--- src/rtl/descrambler.sv ---
// Additive (synchronous) descrambler for s^7+s^4+1 on an AXI-Stream beat path.
// Keystream state is either recovered from each frame's first 7 bits or reloaded from SEED.
module descrambler #(
    parameter int         WIDTH   = 32,
    parameter logic [6:0] SEED    = 7'b1111111,
    parameter bit         RECOVER = 1'b1
) (
    input  logic             aclk,
    input  logic             aresetn,
    input  logic [WIDTH-1:0] s_axis_tdata,
    input  logic             s_axis_tvalid,
    output logic             s_axis_tready,
    input  logic             s_axis_tlast,
    output logic [WIDTH-1:0] m_axis_tdata,
    output logic             m_axis_tvalid,
    input  logic             m_axis_tready,
    output logic             m_axis_tlast,
    output logic             m_axis_tuser,
    output logic [15:0]      frame_count
);

    typedef enum logic {FIRST, BODY} state_t;

    state_t           state, state_nxt;
    logic [6:0]       lfsr, lfsr_nxt;
    logic [WIDTH+6:0] x_ext;
    logic [WIDTH-1:0] dout;
    logic             first, rec_first, s_hs;

    // Element k of the result is keystream bit x[k-7]; bits [6:0] are the
    // incoming state. When rec is set, x[0..6] come straight from the data.
    function automatic logic [WIDTH+6:0] gen_x(input logic [6:0] s,
                                               input logic [6:0] d,
                                               input logic       rec);
        logic [WIDTH+6:0] e;
        e      = '0;
        e[6:0] = s;
        for (int k = 7; k < 14; k++)
            e[k] = rec ? d[k-7] : (e[k-7] ^ e[k-4]);
        for (int k = 14; k < WIDTH + 7; k++)
            e[k] = e[k-7] ^ e[k-4];
        return e;
    endfunction

    assign s_axis_tready = ~m_axis_tvalid | m_axis_tready;
    assign s_hs          = s_axis_tvalid & s_axis_tready;

    always_comb begin
        first     = (state == FIRST);
        rec_first = first && RECOVER;
        x_ext     = gen_x((first && !RECOVER) ? SEED : lfsr, s_axis_tdata[6:0], rec_first);
        dout      = s_axis_tdata ^ x_ext[WIDTH+6:7];
        if (rec_first)
            dout[6:0] = '0;
        lfsr_nxt  = x_ext[WIDTH+6:WIDTH];
        state_nxt = state;
        if (s_hs)
            state_nxt = s_axis_tlast ? FIRST : BODY;
    end

    always_ff @(posedge aclk) begin
        if (!aresetn)
            state <= FIRST;
        else
            state <= state_nxt;
    end

    always_ff @(posedge aclk) begin
        if (!aresetn) begin
            lfsr          <= SEED;
            m_axis_tdata  <= '0;
            m_axis_tvalid <= 1'b0;
            m_axis_tlast  <= 1'b0;
            m_axis_tuser  <= 1'b0;
            frame_count   <= '0;
        end else if (s_hs) begin
            // A new beat may overwrite the register in the same cycle the old one drains.
            lfsr          <= lfsr_nxt;
            m_axis_tdata  <= dout;
            m_axis_tvalid <= 1'b1;
            m_axis_tlast  <= s_axis_tlast;
            m_axis_tuser  <= first;
            if (s_axis_tlast)
                frame_count <= 16'(frame_count + 16'd1);
        end else if (m_axis_tready) begin
            m_axis_tvalid <= 1'b0;
        end
    end

endmodule

--- config.mk ---
export PLATFORM = sky130hd
export DESIGN_NAME = descrambler
export DESIGN_NICKNAME = d
export VERILOG_FILES = /design/src/rtl/descrambler.sv
export SDC_FILE = /design/constraint.sdc
export NUM_CORES = 1
export LEC_CHECK = 0
export CAP_MARGIN = 20
export CORE_MARGIN = 4
export CORE_UTILIZATION = 30
export DETAILED_ROUTE_END_ITERATION = 8
export SETUP_SLACK_MARGIN = 0.3
export SLEW_MARGIN = 15
export SYNTH_ARGS = -nofsm -noshare
export SYNTH_HDL_FRONTEND = slang
export SYNTH_SLANG_ARGS = --single-unit
--- constraint.sdc ---
create_clock -name aclk -period 2.12 [get_ports aclk]
set_clock_uncertainty 0.1 [all_clocks]
set_input_delay 0.424 -clock aclk [delete_from_list [all_inputs] [get_ports aclk]]
set_output_delay 0.424 -clock aclk [all_outputs]
set_load 0.005 [all_outputs]
==> metrics.txt <==
Leak=2.14 nW; Mapped Avg Cell Area=between 9 and 10 sq um; Final Cycle Share=0.979; Worst slew margin=0.782; Initial Utilization=0.307; Worst Setup Path Type=reg -> reg; Post-synth EDFFs=0; most common cell after layout, fill and taps aside=clkdlybuf4s50_1; vias in the first global route=2877; flop2flop setup slack=around 44 ps; Peak VDD IR=0.325 mV; initial antenna violation count=0; post-synthesis register bit count=59; Unique masters post-synth=37; Logic pwr share=0.410; post-DP HPWL=6830 microns; Mapped Area=approximately 3200 sq um; R2R depth=6; CTS Buffer Depth=2; CP Capture Type=register; IO Pins=89; dpl cell area=~4600 sq um; DRC viols=0; setup_tns=0 ps; placed cells=606; largest net degree at the start of global routing=28; Die Y-Extent=roughly 110 microns; Hold Buf Count CTS=0; area leader, netlist=dfxtp_1; total core area=10300 sq um; syn_nets=384; Post-Layout Cell Count=approximately 630; vias per cell=4.54; # Max-Cap Violations=0; pwr/cell area=773 nW/um^2; via count of the routed design=2878; reg-to-reg endpoint=m_axis_tdata[27]$_SDFFE_PN0P_; beginning of the critical path=lfsr[0]$_SDFFE_PN1P_; setup ws final=about 44 ps; hold_ws=355 ps; # setup viols final=0; Clock Latency Late Sink=350 ps; crit path max fanout=2; buffers added on ports=88; max-slew violation count=0; worst-margin pin slew=roughly 320 ps; ANT cells=0; layout cells sized above 1=0.321; Switch Pwr=1.24 mW; die area=12200 sq um; H-tree depth=3; sw frac=0.296; post-route cell area=between 5000 and 6000 sq um; die width=110 microns; clock slew seen by the registers of the worst setup and hold paths=about 70 ps; Iter 0 DRT Violations=142; Total GRT Usage=0.150; Seq/Total Area, Yosys=0.375; Setup WS pre-CTS=-494 ps; root buffer cell=clkbuf_8; Async S/R FF share, synth=0; clock power share=0.283; Period minus WS final=2080 ps; 1st-pass router iterations=4; required time of the critical path=2310 ps; most frequent cells in the layout=clkdlybuf4s50_1 (82), buf_4 (54), dfxtp_1 (42); Hold EP=m_axis_tdata[1]$_SDFFE_PN0P_; CTS tree=built; WL per Instance=approximately 15 microns; hold-critical path depth=2; Seq pwr share=0.307; top cells by area, synth=dfxtp_1 (37%), xnor2_1 (14%), xor2_1 (8.3%), nor2_1 (4.4%), a21oi_1 (3.5%); Worst R2R Start=lfsr[0]$_SDFFE_PN1P_; row count=37; global route total overflow=0; NumNets Final=between 500 and 600; post-route ant nets=0; ys flop type=dfxtp_1; type of the most critical hold path=reg -> reg; cell-internal power=2.95 mW; first-pass GRT wire length=14700 microns; share of Yosys cell area claimed by the top area cell type=0.375; Layout area overhead=71.9%; CTS Buf Count=9; Final Hold Vio Count=0; status=completed; CP Launch Type=register; Post-Syn Instances=approximately 350; min-delay src=m_axis_tdata[1]$_SDFFE_PN0P_; Routed WL=around 9400 microns; fmax=482 MHz; CP arrival=~2300 ps; CTS sink cnt=59; Final GP Congestion=between 0.7 and 0.8; Synth Warn #=0; RSZ-0062 raised after global routing=yes
-- power by group through the flow --
stage / registers, mW / logic [mW] / clock network, mW
after floorplan: 1.29 / 0.765 / 0
after global placement: 1.30 / 1.31 / 0
after detailed placement: 1.30 / 1.33 / 0
after CTS: 1.28 / 1.45 / 1.21
after global routing: 1.30 / 1.84 / 1.26
final: 1.29 / 1.71 / 1.19
-- worst max-delay path, cell delays in order, from the launching register on --
cell	delay, ps
dfxtp_2	330
xor3_2	450
mux2i_4	170
xnor3_2	310
xnor2_2	160
or4_1	400
nand3_1	100
-- cells in the mapped netlist (2+ instances only) --
cell type and count:
mux2i_1 5, buf_2 7, dfxtp_1 59, a211oi_1 11, nand4_1 3, nor2_1 37, or4_1 2, nand2_1 27
mux2i_4 3, a21oi_1 22, and4_1 2, inv_1 4, xor3_4 2, nand3_1 21, and3_1 3, o21ai_0 13
o211ai_1 4, xnor2_1 52, buf_1 2, clkbuf_1 13, nor3_1 2, xor2_1 30, and2_1 8
-- timing repair --
action / 4_1_cts / 5_1_grt
endpoints found under the setup margin: 36 / 38
gates resized for setup: 40 / 58
buffers inserted: 6 / 6
endpoints found under the hold margin: 0 / 0
cloned: 0 / 0
pin swaps: 10 / 23
-- layout make-up --
type | count | area [sq um]
clock buffer | 12 | 155
clock inverter | 4 | 72.6
fill | 896 | 4860
inverter | 5 | 18.8
multi-input combinational | 258 | 2270
sequential | 59 | 1210
tap | 136 | 170
timing repair buffer | 160 | 1520
-- per-layer routing --
| layer | vias to the layer above | part of all wire | track usage |
|---|---|---|---|
| met5 | - | 0 | 0 |
| met4 | 0 | 0.013 | 0.0419 |
| met3 | 11 | 0.058 | 0.0477 |
| met2 | 85 | 0.49 | 0.248 |
| met1 | 1350 | 0.44 | 0.189 |
| li1 | 1432 | - | - |
-- registers in the layout, summed over array words and instances, names as in the netlist --
register and cells:
m_axis_tvalid 1, frame_count 16, m_axis_tdata 32, m_axis_tuser 1, lfsr 7, state 1
m_axis_tlast 1
-- worst max-delay path by stage --
stage                                                to  slack, ps  depth (start not counted)
after global placement    m_axis_tdata[27]$_SDFFE_PN0P_       -460                          7
after CTS                 m_axis_tdata[27]$_SDFFE_PN0P_         50                          6
after floorplan           m_axis_tdata[27]$_SDFFE_PN0P_       -120                          7
after global routing      m_axis_tdata[28]$_SDFFE_PN0P_         -9                          8
final                     m_axis_tdata[27]$_SDFFE_PN0P_         40                          6
after detailed placement  m_axis_tdata[27]$_SDFFE_PN0P_       -490                          7
-- stage by stage --
step                      total power [mW]   util
after floorplan                       2.06      -
after global placement                2.61  0.449
after detailed placement              2.62  0.449
after CTS                             3.94  0.493
after global routing                  4.40  0.527
final                                 4.19  0.527
-- logic make-up after synthesis --
group                    count (synthesis)  synth area share
buffers and inverters                   29            0.0401
XOR/XNOR                                90             0.288
flip-flops                              59             0.375
AND/OR/NAND/NOR                        106             0.153
multiplexers                             9            0.0417
adder cells (fa/ha/maj)                  1           0.00397
AO/OA/AOI/OAI                           52            0.0989
No activity file was read; power rests on OpenSTA's default activity.
